**src/rtl/seq_code_pkg.sv**
```systemverilog
// Shared definitions for the 3-bit code sequence: code constants,
// monitor FSM state encoding and the code-to-index mapping.
package seq_code_pkg;

  // The eight codes in sequence order, START first.
  localparam logic [2:0] CODE_START = 3'b000;
  localparam logic [2:0] CODE_A     = 3'b011;
  localparam logic [2:0] CODE_B     = 3'b010;
  localparam logic [2:0] CODE_C     = 3'b101;
  localparam logic [2:0] CODE_D     = 3'b001;
  localparam logic [2:0] CODE_E     = 3'b110;
  localparam logic [2:0] CODE_F     = 3'b100;
  localparam logic [2:0] CODE_G     = 3'b111;

  // Monitor FSM states.
  typedef enum logic [1:0] {
    HUNT   = 2'd0,
    SYNC   = 2'd1,
    LOCKED = 2'd2
  } mon_state_t;

  // Position of a code within the 8-code cycle (bijective).
  function automatic logic [2:0] code_to_idx(input logic [2:0] code);
    logic [2:0] idx;
    case (code)
      CODE_START: idx = 3'd0;
      CODE_A:     idx = 3'd1;
      CODE_B:     idx = 3'd2;
      CODE_C:     idx = 3'd3;
      CODE_D:     idx = 3'd4;
      CODE_E:     idx = 3'd5;
      CODE_F:     idx = 3'd6;
      default:    idx = 3'd7;
    endcase
    return idx;
  endfunction

endpackage

```
**src/rtl/code_pos_decode.sv**
```systemverilog
// Combinational decoder from a sequence code to its cycle position.
// Also flags the START code. Reused by the display stage.
module code_pos_decode
  import seq_code_pkg::*;
(
  input  logic [2:0] code,
  output logic [2:0] idx,
  output logic       is_start
);

  // Pure lookup; no state.
  always_comb begin
    idx      = code_to_idx(code);
    is_start = (code == CODE_START);
  end

endmodule

```
**src/rtl/code_seq_monitor.sv**
```systemverilog
// Sequence monitor for the 3-bit state-sequence generator.
// Hunts for START, confirms LOCK_LEN correct successors, then tracks the
// cycle, flagging violations and counting completed periods.
// Optional build macro: SEQ_MON_ERRCNT_EN enables the saturating err_cnt.
module code_seq_monitor
  import seq_code_pkg::*;
#(
  parameter int LOCK_LEN = 7,
  parameter int PCNT_W   = 8
) (
  input  logic              clk,
  input  logic              rst,
  input  logic [2:0]        code_in,
  input  logic              code_vld,
  input  logic              clr_err,
  output logic [2:0]        pos,
  output logic              locked,
  output logic              err_pulse,
  output logic              err_flag,
  output logic              wrap_pulse,
  output logic [PCNT_W-1:0] period_cnt,
  output logic [7:0]        err_cnt
);

  localparam logic [3:0]        LOCK_LEN_C = 4'(LOCK_LEN);
  localparam logic [PCNT_W-1:0] PCNT_MAX   = '1;

  // Registered state.
  mon_state_t        r_state;
  logic [2:0]        r_exp_idx;
  logic [3:0]        r_match_cnt;
  logic [2:0]        r_pos;
  logic              r_locked;
  logic              r_err_pulse;
  logic              r_err_flag;
  logic              r_wrap_pulse;
  logic [PCNT_W-1:0] r_period_cnt;

  // Next-state values.
  mon_state_t        w_state_next;
  logic [2:0]        w_exp_idx_next;
  logic [3:0]        w_match_cnt_next;
  logic [2:0]        w_pos_next;
  logic              w_err_pulse_next;
  logic              w_err_flag_next;
  logic              w_wrap_pulse_next;
  logic [PCNT_W-1:0] w_period_cnt_next;

  // Decoded view of the incoming code.
  logic [2:0]        w_idx;
  logic              w_is_start;
  logic              w_match;
  logic [3:0]        w_match_inc;

  code_pos_decode u_decode (
    .code     (code_in),
    .idx      (w_idx),
    .is_start (w_is_start)
  );

  assign w_match     = (w_idx == r_exp_idx);
  assign w_match_inc = r_match_cnt + 4'd1;

  // Next-state and output logic; everything holds unless a code is sampled.
  always_comb begin
    w_state_next      = r_state;
    w_exp_idx_next    = r_exp_idx;
    w_match_cnt_next  = r_match_cnt;
    w_pos_next        = r_pos;
    w_period_cnt_next = r_period_cnt;
    w_err_pulse_next  = 1'b0;
    w_wrap_pulse_next = 1'b0;

    if (code_vld) begin
      w_pos_next = w_idx;
      case (r_state)
        HUNT: begin
          if (w_is_start) begin
            w_state_next     = SYNC;
            w_exp_idx_next   = 3'd1;
            w_match_cnt_next = 4'd0;
          end
        end

        SYNC: begin
          if (w_match) begin
            w_match_cnt_next = w_match_inc;
            w_exp_idx_next   = r_exp_idx + 3'd1;
            if (w_match_inc == LOCK_LEN_C) begin
              w_state_next = LOCKED;
            end
          end else if (w_is_start) begin
            // A fresh START restarts the confirmation run silently.
            w_exp_idx_next   = 3'd1;
            w_match_cnt_next = 4'd0;
          end else begin
            w_state_next = HUNT;
          end
        end

        LOCKED: begin
          if (w_match) begin
            w_exp_idx_next = r_exp_idx + 3'd1;
            if (w_is_start) begin
              // 111 -> 000 closes one full period.
              w_wrap_pulse_next = 1'b1;
              if (r_period_cnt != PCNT_MAX) begin
                w_period_cnt_next = r_period_cnt + 1'b1;
              end
            end
          end else begin
            w_err_pulse_next  = 1'b1;
            w_period_cnt_next = '0;
            if (w_is_start) begin
              // The offending code is itself a START: begin confirming again.
              w_state_next     = SYNC;
              w_exp_idx_next   = 3'd1;
              w_match_cnt_next = 4'd0;
            end else begin
              w_state_next = HUNT;
            end
          end
        end

        default: begin
          w_state_next = HUNT;
        end
      endcase
    end

    // A new violation outranks a simultaneous clear.
    if (w_err_pulse_next) begin
      w_err_flag_next = 1'b1;
    end else if (clr_err) begin
      w_err_flag_next = 1'b0;
    end else begin
      w_err_flag_next = r_err_flag;
    end
  end

  // State and output registers with synchronous reset.
  always_ff @(posedge clk) begin
    if (rst) begin
      r_state      <= HUNT;
      r_exp_idx    <= 3'd0;
      r_match_cnt  <= 4'd0;
      r_pos        <= 3'd0;
      r_locked     <= 1'b0;
      r_err_pulse  <= 1'b0;
      r_err_flag   <= 1'b0;
      r_wrap_pulse <= 1'b0;
      r_period_cnt <= '0;
    end else begin
      r_state      <= w_state_next;
      r_exp_idx    <= w_exp_idx_next;
      r_match_cnt  <= w_match_cnt_next;
      r_pos        <= w_pos_next;
      r_locked     <= (w_state_next == LOCKED);
      r_err_pulse  <= w_err_pulse_next;
      r_err_flag   <= w_err_flag_next;
      r_wrap_pulse <= w_wrap_pulse_next;
      r_period_cnt <= w_period_cnt_next;
    end
  end

`ifdef SEQ_MON_ERRCNT_EN
  logic [7:0] r_err_cnt;

  // Saturating violation counter; only reset clears it.
  always_ff @(posedge clk) begin
    if (rst) begin
      r_err_cnt <= 8'd0;
    end else if (w_err_pulse_next && (r_err_cnt != 8'hFF)) begin
      r_err_cnt <= r_err_cnt + 8'd1;
    end
  end

  assign err_cnt = r_err_cnt;
`else
  assign err_cnt = 8'd0;
`endif

  assign pos        = r_pos;
  assign locked     = r_locked;
  assign err_pulse  = r_err_pulse;
  assign err_flag   = r_err_flag;
  assign wrap_pulse = r_wrap_pulse;
  assign period_cnt = r_period_cnt;

endmodule

```
**config.mk**
```make
export PLATFORM = sky130hd
export DESIGN_NAME = code_seq_monitor
export DESIGN_NICKNAME = d
export VERILOG_FILES = /design/src/rtl/seq_code_pkg.sv /design/src/rtl/code_pos_decode.sv /design/src/rtl/code_seq_monitor.sv
export SDC_FILE = /design/constraint.sdc
export NUM_CORES = 1
export LEC_CHECK = 0
export ABC_CLOCK_PERIOD_IN_PS = 6470
export CORE_ASPECT_RATIO = 0.6
export CORE_MARGIN = 2
export CORE_UTILIZATION = 31
export CTS_BUF_LIST = sky130_fd_sc_hd__clkbuf_4
export CTS_CLUSTER_DIAMETER = 100
export CTS_CLUSTER_SIZE = 14
export DETAILED_ROUTE_END_ITERATION = 8
export GPL_TIMING_DRIVEN = 0
export SKIP_LAST_GASP = 1
export SLEW_MARGIN = 20
export SYNTH_ARGS = -nofsm -noshare
export SYNTH_HDL_FRONTEND = slang
export SYNTH_SLANG_ARGS = --single-unit
export TNS_END_PERCENT = 10
```
**constraint.sdc**
```tcl
create_clock -name clk -period 6.47 [get_ports clk]
set_clock_uncertainty 0.1 [all_clocks]
set_input_delay 1.6175 -clock clk [delete_from_list [all_inputs] [get_ports clk]]
set_output_delay 1.6175 -clock clk [all_outputs]
set_load 0.05 [all_outputs]
```
Yosys cells after proc, flatten, opt, wreduce, memory -nomap -nowiden
Cells that the tools add are included.
- output and inout bits: 23
- input bits: 7
- bits in registers: 24
- logic and storage cells: 65
- reduce and logical (&&, ||, !) cells: 10
- $add $sub $neg: 3
- muxes and demuxes: 25
- bitwise logic cells: 3
- equality and inequality tests: 15
- operators with widths (operator ; number):
    8-bit 2-to-1 mux ; 3
    3-bit case mux with 7 select lines ; 1
    2-bit 2-to-1 mux ; 6
    4-bit 2-to-1 mux ; 3
    4-bit case mux with 3 select lines ; 1
    3-bit == test (second input constant) ; 3
    8-bit by 1-bit adder with 8-bit output (second input constant) ; 1
    8-bit != test (second input constant) ; 1
    1-bit 2-to-1 mux ; 7
    3-bit by 2-bit == test with 1-bit output (second input constant) ; 2
    3-bit 2-to-1 mux ; 2
    2-bit case mux with 3 select lines ; 1
    3-bit case mux with 2 select lines ; 1
    4-bit by 1-bit adder with 4-bit output (second input constant) ; 1
    2-bit == test (second input constant) ; 2
    4-bit by 3-bit == test with 1-bit output (second input constant) ; 1
    2-bit by 1-bit != test with 1-bit output (second input constant) ; 2
    4-bit AND reduction ; 1
    2-bit nonzero test ; 2
    4-bit OR reduction ; 1
    3-bit by 1-bit adder with 3-bit output (second input constant) ; 1
    3-bit by 1-bit == test with 1-bit output (second input constant) ; 1
    3-bit == test ; 1
    3-bit logical NOT ; 1
    8 further kinds ; 10

Logic depth before layout (Yosys ltp)
- depth in word-level cells: 7
- gate-level depth with buffers: 8
- depth with buffers taken out: 7

By module
Synthesis repeated with hierarchy kept, for this count alone.
- cells, all modules: 168
- area, all modules: 1515.2 µm²
- modules (own cells, without submodules) (module ; cells each ; sequential area each (µm²) ; instances ; area an instance (µm²)):
    code_seq_monitor ; 162 ; 480.5 ; 1 ; 1468.9
    code_pos_decode ; 6 ; 0.0 ; 1 ; 46.3

Worst setup path after synthesis
No wires, ideal clock.
- kind: input -> register
- start point: in code_in[1]
- end point: reg r_match_cnt[2]
- arrival time: 3.169 ns
- setup time: 0.057 ns
- setup slack: 3.144 ns
- cell stages on the path: 7
- cells stage by stage: or4b_2 > o21ai_1 > o32a_1 > buf_4 > nand3_1 > o21ba_2 > a21o_1
- word-level cells in the longest chain between the ends: 5
- RTL lines (what ; line ; RTL):
    start, declared ; code_seq_monitor.sv:13 ; input logic [2:0] code_in,
    3-bit == test, or another cell as far along ; seq_code_pkg.sv:25 ; case (code)
    3-bit case mux with 7 select lines ; seq_code_pkg.sv:25 ;
    3-bit == test ; code_seq_monitor.sv:61 ; assign w_match = (w_idx == r_exp_idx);
    4-bit 2-to-1 mux or 2-bit != test (tied branches) ; -- ;
    4-bit case mux with 3 select lines or 3-bit AND reduction (tied branches) ; -- ;
    end signal, assigned ; code_seq_monitor.sv:156 ; r_match_cnt <= w_match_cnt_next;
    end, declared ; code_seq_monitor.sv:31 ; logic [3:0] r_match_cnt;
Several ways; a longest one is shown, not always the timed one. The select of a mux whose other input is x is not followed.
A chain may end at the register's enable or synchronous reset.

Final worst setup path
- start point: in code_in[1]
- end point: reg r_period_cnt[7] (netlist: period_cnt[7])
- word-level cells in the longest chain between the ends: 5
- RTL lines (what ; line ; RTL):
    3-bit == test, or another cell as far along ; seq_code_pkg.sv:25 ;
    3-bit case mux with 7 select lines ; seq_code_pkg.sv:25 ;
    3-bit == test ; code_seq_monitor.sv:61 ;
    2-bit by 1-bit != test with 1-bit output (no line) ; -- ;
    4-bit AND reduction (no line) ; -- ;
    end signal, assigned ; code_seq_monitor.sv:162 ; r_period_cnt <= w_period_cnt_next;
    end, declared ; code_seq_monitor.sv:37 ; logic [PCNT_W-1:0] r_period_cnt;
Several ways; a longest one is shown, not always the timed one.

==> flow_summary_export.csv <==
group,metric,value,unit
status,status,"complete, no violations",
cts,cts-root-buf,"clkbuf_4",
synth,ys_warn_count,0,
cells_and_area,diodes,0,
synth,synth_top_area_cell,"dfxtp_1",
die,initial_core_util,33.2,%
route,via_per_inst,4.91,
route,wire_per_inst,12.2,um
critical_path,critPathKind,"primary input to flop",
cells_and_area,mostFrequentLayoutCells,"24 x dfxtp_1, 20 x clkdlybuf4s50_1, 18 x nand2_1, 16 x a21oi_1, 14 x nor2_1",
cts,post_cts_buffers,0,
synth,ys_seq_area_share,30.7,%
cts,cts_resized,0,
synth,synthArstFlopShare,0,%
synth,yosysTopAreaCellShare,30.7,%
sta,relSlewSlack,45.2,%
cells_and_area,fin_nets,241,
die,die_w,95.7,um
cells_and_area,drive_gt1_share,9.33,%
die,coreArea,4710,um^2
global_routing,antenna_found_initial,0,
route,num_vias,1414,
synth,ys_seq_elements,24,
route,drt_iter0_markers,82,
cells_and_area,fillers,475,
cts,cts_buffers,3,
cells_and_area,final_common_cell,"dfxtp_1",
power_and_ir_drop,ir_worst_vdd,0.0825,mV
die,die_h,59.0,um
synth,syn-cell-area,1560,um^2
worst_hold_path,worstHoldPathType,"flop to flop",
power_and_ir_drop,power.density,164,nW/um^2
cells_and_area,utilization,40.8,%
sta,rsz0062_at_grt,"no",
synth,syn_inst,194,
synth,synth_edf_count,0,
sta,setup_violations,0,
route,dr.pass1.iters,4,
sta,slew_violations,0,
sta,finalSetupTns,0,ns
cts,holdBufCountCts,0,
global_routing,gr-total-overflow,0,
placed_design,port_buffers,20,
global_routing,grt_pass1_vias,1198,
critical_path,arrival,4.02,ns
sta,hold_ws,0.401,ns
die,dieArea,5640,um^2
sta,tightest_slew,0.820,ns
synth,yosys-top-cells-area,"dfxtp_1 31%, ha_1 6.4%, a21oi_1 5.1%",
sta,finalCritPeriodShare,59.3,%
cts,clk_latency,0.33,ns
cells_and_area,syn_to_final_growth,22.9,%
flow_run,maxCapViolCount,0,
route,post-route-drc-count,0,
placed_design,gp_congestion,0.794,
power_and_ir_drop,total_power,0.315,mW
critical_path,start_kind,"primary input",
synth,synth_ff_type,"dfxtp_1",
placed_design,dp_hpwl,2.73,mm
route,antenna_left,0,
cells_and_area,stdcell_count,288,
global_routing,grt_pass1_wl,5.61,mm
cts,clockBufferDepth,2,
synth,avgSynthCellArea,8.06,um^2
sta,timing.final.crit_period,3.84,ns
cts,h-tree-depth,1,
global_routing,grt.total_usage,12.7,%
power_and_ir_drop,leakage,0.702,nW
global_routing,grt_max_degree,15,
critical_path,cp_max_fo,10,
die,ioPinCount,30,
critical_path,critPathRequiredTime,6.65,ns
cts,cts_tree,"yes",
placed_design,dp.cells,284,
critical_path,cp-end-kind,"flop",
sta,clock.fmax,260,MHz
die,core.rowCount,19,
sta,hold_viol,0,
route,drt_wl_total,3.51,mm
cts,cts.clk_slew.worst_paths,0.15,ns
cts,clock-sinks,24,
synth,synth_cell_types,53,
cell usage after synthesis (2+ instances only):
cell,n
dfxtp_1,24
nand2_1,18
a21oi_1,16
nor2_1,14
o21ai_0,10
buf_4,9
ha_1,8
inv_1,6
nand4_1,6
nor2b_1,6
clkbuf_1,5
nand3_1,5
nand2b_1,4
nor3_1,4
or3_1,4
xnor2_1,4
xor2_1,4
a211o_1,3
a211oi_1,3
a31oi_1,2
and2_1,2
buf_6,2
mux2i_1,2
nor4_1,2
nor4b_1,2
o2bb2ai_1,2
sequential cells by signal (all words and copies together), names as in the netlist:
register / count
r_exp_idx: 3
err_pulse: 1
period_cnt: 8
pos: 3
wrap_pulse: 1
r_match_cnt: 4
err_flag: 1
locked: 1
r_state: 2
layer usage:
metal  GRT usage, %  wire, um  vias up  part of all wire (%)
met1           20.0      1920      631                    55
met2           17.2      1380       35                    39
met4           1.84        10        0                  0.28
li1               -         -      746                     -
met5              0         0        -                     0
met3           3.44       202        2                   5.8
path summary, 6_finish.rpt:
| kind | startpoint | endpoint | slack (ns) | cells after the start |
|---|---|---|---|---|
| worst max-delay path | code_in[1] | period_cnt[7] | 2.63 | 7 |
| worst min-delay path | pos[0] | pos[0] | 0.40 | 2 |
| worst max register to register | r_exp_idx[0] | period_cnt[0] | 4.06 | 7 |
| worst min register to register | pos[0] | pos[0] | 0.40 | 2 |
area by class of cell:
type / count / area (um^2) / area share, %
multi-input cells: 153 / 968 / 50.4
flip-flops and latches: 24 / 480 / 25.0
repair buffers: 20 / 200 / 10.4
plain buffers: 18 / 118 / 6.12
well taps: 63 / 78.8 / 4.10
clock inverters: 1 / 30.0 / 1.56
clock buffers: 3 / 22.5 / 1.17
inverters: 6 / 22.5 / 1.17
logic make-up (layout without fill, tap and decap cells):
kind of cell / after synthesis / after routing / synth area share (%)
simple gates: 75 / 75 / 25.5
xor+xnor: 8 / 8 / 4.48
mux: 3 / 3 / 2.00
compound gates: 51 / 51 / 21.7
flops: 24 / 24 / 30.7
fa+ha+maj: 8 / 8 / 6.41
buf+inv: 24 / 48 / 8.97
other cells: 1 / 8 / 0.240
per-stage QoR:
stage | area (um^2) | setup WS, ns
floorplan | 1590 | 3.14
global placement | 1870 | 2.22
detailed placement | 1870 | 2.27
CTS | 1920 | 2.62
global route | 1920 | 2.38
finish | 1920 | 2.63
worst max-delay path, cell delays in order:
cell,delay [ns]
clkdlybuf4s50_1,0.49
clkbuf_1,0.25
nor3_1,0.49
o21ai_0,0.26
a211o_1,0.40
or3_1,0.35
a21oi_1,0.14
power by group:
| part | internal, mW | switching, mW |
|---|---|---|
| Sequential | 0.150 | 0.00134 |
| Clock | 0.0627 | 0.0505 |
| Combinational | 0.0165 | 0.0338 |
| Total | 0.229 | 0.0857 |
(Power assumes the default switching activity.)
==> RTL change 1: new RTL, config.mk and constraints unchanged <==
Change the parameter `PCNT_W` from 8 to 10.
--- a/src/rtl/code_seq_monitor.sv
+++ b/src/rtl/code_seq_monitor.sv
@@ -6,7 +6,7 @@
   import seq_code_pkg::*;
 #(
   parameter int LOCK_LEN = 7,
-  parameter int PCNT_W   = 8
+  parameter int PCNT_W   = 10
 ) (
   input  logic              clk,
   input  logic              rst,
Ports: changed (resized period_cnt); port bits go from 30 to 32. The function was not compared with the original's and may differ.
==> RTL change 1 against the unedited design <==
- maximum frequency fell by 1.8%
- synthesized cell count is 4.6% higher
- design area grew 4.6%
- setup slack lost 69 ps
- final cell count up 4.5%
- power is 10% lower
- first-iteration DRC count up 44%
- routed wire length is 7.4% higher
- synthesized area up 6.1%
- sequential power increased by 8%
- sequential cell count up 2
- critical endpoint is now locked$_SDFF_PP0_
- highest routed layer unchanged
- count of clock-buffer cells in the layout is the same
==> RTL change 1: results (changes against the unedited design) <==
- Hold EP: err_flag$_SDFFE_PP0P_
- Nets@finish: 252 (+4.6%)
- WHS: 386 ps (-15.6 ps)
- CP endpoint: locked$_SDFF_PP0_
- R2R cell count: 8 (+1)
- Outcome: completed
- WL per Instance: 12.5 um (+2.7%)
- Actual slew at the worst max-slew pin: 586 ps (-234 ps)
- Total number of vias: 1,511 (+6.9%)
- Sequential share of the synthesized area: 0.314 (+0.00652)
- Hold Startpoint: err_flag$_SDFFE_PP0P_
- First-pass GRT wire length: 6280 um (+12%)
- Largest net degree at the start of global routing: 14 (-1)
- Max VDD drop: 0.0000628 V (-24%)
- HPWL after detailed placement: 2880 um (+5.7%)
- Iter 0 DRT Violations: 118 (+44%)
- Gpl congestion: 0.785 (-1.2%)
- Max reg flops: 10 (+2)
- Leakage: 0.771 nW (+9.8%)
- Ratio of cells with drive above 1 in the final layout: 0.0809 (-0.0125)
- Reg2Reg Setup Slack: 3910 ps (-150 ps)
- Worst path slowest cell: a2111oi_0
- CP max stage delay: 570 ps (+80 ps)
- Crit path from: code_in[2]
- Vias in the first global route: 1,279 (+6.8%)
- Commonest cells post-synth: dfxtp_1 (26), nor2_1 (20), a21oi_1 (15), nand2_1 (15)
- # port buffers: 22 (+10%)
- Period minus WS final: 3910 ps (+69.2 ps)
- Filler cell count in the final layout: 544 (+15%)
- Crit Reg-Reg Startpoint: r_exp_idx[1]$_SDFFE_PP0P_
- Post-synthesis cell type count: 55 (+3.8%)
- Dpl ws: 2250 ps (-22.4 ps)
- Top post-synthesis cells by area: dfxtp_1 (31%), ha_1 (6.0%), a21oi_1 (4.5%)
- Total track usage: 0.131 (+0.00492)
- Crit path DAT: 4040 ps (+20 ps)
## RTL change 1: cell count changes after synthesis, sizes merged, moves of 2 or more
cell	delta
nor2	+6
o21ai	-3
a311oi	+2
nand2	-3
nor4	-2
or4	+2
o22ai	+3
a211o	-2
xnor2	+4
a21o	+2
dfxtp	+2
or3	-3
## RTL change 1: cell type report
class | count | area share
plain buffers | 19 | 0.0560
clock buffers | 3 | 0.0112
inverters | 7 | 0.0131
multi-input cells | 158 | 0.510
flip-flops and latches | 26 | 0.259
well taps | 66 | 0.0411
repair buffers | 22 | 0.110
## RTL change 1: logic make-up (layout without fill, tap and decap cells)
logic type / after synthesis / after routing / synth area share
compound gates: 56 / 56 / 0.234
xor+xnor: 11 / 11 / 0.0581
fa+ha+maj: 8 / 8 / 0.0604
buf+inv: 26 / 51 / 0.0838
flops: 26 / 26 / 0.314
mux: 2 / 2 / 0.0121
other cells: 1 / 8 / 0.00226
simple gates: 73 / 73 / 0.235
## RTL change 1: critical path: cells and delay by family
kind | cells | cell delay [ps]
buf+inv | 2 | 720
compound gates | 4 | 1030
simple gates | 2 | 670
## RTL change 1: stage by stage
stage / std cells / power (mW) / instance area (sq um)
global placement: 298 / 0.218 / 1990
finish: 301 / 0.283 / 2010
floorplan: 210 / 0.206 / 1680
global route: 301 / 0.298 / 2010
CTS: 301 / 0.287 / 2010
detailed placement: 298 / 0.218 / 1990
## RTL change 1: routing by layer
metal  vias to the layer above  share of wire  GRT usage
li1                        788              -          -
met1                       685           0.55      0.207
met2                        36           0.38      0.181
met3                         2          0.059     0.0380
met4                         0         0.0034     0.0117
met5                         -              0          0
## RTL change 1: where the power goes
part           internal, mW  switching (mW)  leakage [nW]
clock                0.0218          0.0462        0.0138
combinational        0.0170          0.0342         0.547
sequential            0.162         0.00117         0.210
total                 0.201          0.0816         0.771
==> RTL change 2: new RTL, same settings <==
Made on the original files. Re-encode `mon_state_t` (3 states) as one-hot, 3 bits wide.
--- a/src/rtl/seq_code_pkg.sv
+++ b/src/rtl/seq_code_pkg.sv
@@ -13,10 +13,10 @@
   localparam logic [2:0] CODE_G     = 3'b111;
 
   // Monitor FSM states.
-  typedef enum logic [1:0] {
-    HUNT   = 2'd0,
-    SYNC   = 2'd1,
-    LOCKED = 2'd2
+  typedef enum logic [2:0] {
+    HUNT   = 3'b001,
+    SYNC   = 3'b010,
+    LOCKED = 3'b100
   } mon_state_t;
 
   // Position of a code within the 8-code cycle (bijective).
Function: same outputs for any inputs over 10 cycles, from zero or initial values and one cycle with rst high; not proved beyond that.
==> RTL change 2 against the unedited design <==
- setup slack got worse by 6.4 ps
- design area decreased by 3.1%
- sequential cell count increased by 1
- highest routed layer unchanged
- power decreased by 11%
- synthesized area decreased by 2.4%
- first-iteration DRC count decreased by 2.4%
- routed wire length decreased by 4.7%
- non-clock buffer count increased by 2
==> RTL change 2: results (changes against the unedited design) <==
- Outcome: completed
- WHS: 383 ps (-18.5 ps)
- Storage cell area: 500 sq um (+4.2%)
- Nets@finish: 233 (-3.3%)
- Sw Share: 0.299 (+0.0267)
- Gpl congestion: 0.857 (+7.9%)
- Hold Startpoint: err_flag$_SDFFE_PP0P_
- Total number of vias: 1,346 (-4.8%)
- Crit Reg-Reg Startpoint: r_exp_idx[1]$_SDFFE_PP0P_
- Leakage: 0.680 nW (-3.2%)
- HPWL after detailed placement: 2500 um (-8.5%)
- Sequential share of the synthesized area: 0.328 (+0.0207)
- Routed Wire Length: 3350 um (-4.7%)
- Commonest cells post-synth: dfxtp_1 (25), nor2_1 (19), nand2_1 (13)
- Placed Instance Area: 1830 sq um (-2.0%)
- Worst path slowest cell: o32ai_1
- Ratio of cells with drive above 1 in the final layout: 0.0995 (+0.00621)
- Reg2Reg Setup Slack: 4080 ps (+20 ps)
- Total track usage: 0.132 (+0.00580)
- Crit path DAT: 3970 ps (-50 ps)
- Vias in the first global route: 1,174 (-2.0%)
- Filler cell count in the final layout: 518 (+9.1%)
- Placed Cells: 280 (-1.4%)
- CP max stage delay: 620 ps (+130 ps)
- Max VDD drop: 0.0000507 V (-39%)
- First-pass GRT wire length: 5640 um (+0.50%)
- Syn Area/Cell: 8.03 sq um (-0.35%)
- R2R cell count: 9 (+2)
- Hold EP: err_flag$_SDFFE_PP0P_
- Crit path max-delay family: buffers and inverters
[RTL change 2: layer usage]
layer	track usage	wire (um)
met1	0.208	1910
met2	0.177	1220
met3	0.0397	204
met4	0.0248	15
met5	0	0
[RTL change 2: worst min-delay path, stage by stage (launching register included)]
cell and delay [ps]:
dfxtp_1 340, nand2b_1 60, a21oi_1 60
[RTL change 2: logic make-up (layout without fill, tap and decap cells)]
| logic type | count (synthesis) | after routing | synth area share |
|---|---|---|---|
| and+or+nand+nor | 77 | 77 | 0.275 |
| other | 1 | 8 | 0.00246 |
| buffers and inverters | 27 | 51 | 0.0993 |
| DFF | 25 | 25 | 0.328 |
| muxes | 2 | 2 | 0.0139 |
| AOI/OAI and AO/OA | 45 | 45 | 0.197 |
| adders and majority gates | 4 | 4 | 0.0328 |
| xor gates and xnor gates | 9 | 9 | 0.0517 |
[RTL change 2: final cells by class]
| class | instances | share of cell area |
|---|---|---|
| multi-input cells | 145 | 0.484 |
| flip-flops and latches | 25 | 0.269 |
| repair buffers | 20 | 0.108 |
| plain buffers | 20 | 0.0672 |
| well taps | 63 | 0.0424 |
| inverters | 7 | 0.0141 |
| clock buffers | 3 | 0.0121 |
| clock inverters | 1 | 0.00403 |
[RTL change 2: power groups by stage]
stage / registers (mW) / clock network, mW / logic (mW)
6_report: 0.157 / 0.0739 / 0.0487
5_1_grt: 0.157 / 0.0848 / 0.0522
3_5_place_dp: 0.160 / 0 / 0.0483
3_3_place_gp: 0.160 / 0 / 0.0483
2_1_floorplan: 0.165 / 0 / 0.0321
4_1_cts: 0.157 / 0.0788 / 0.0485
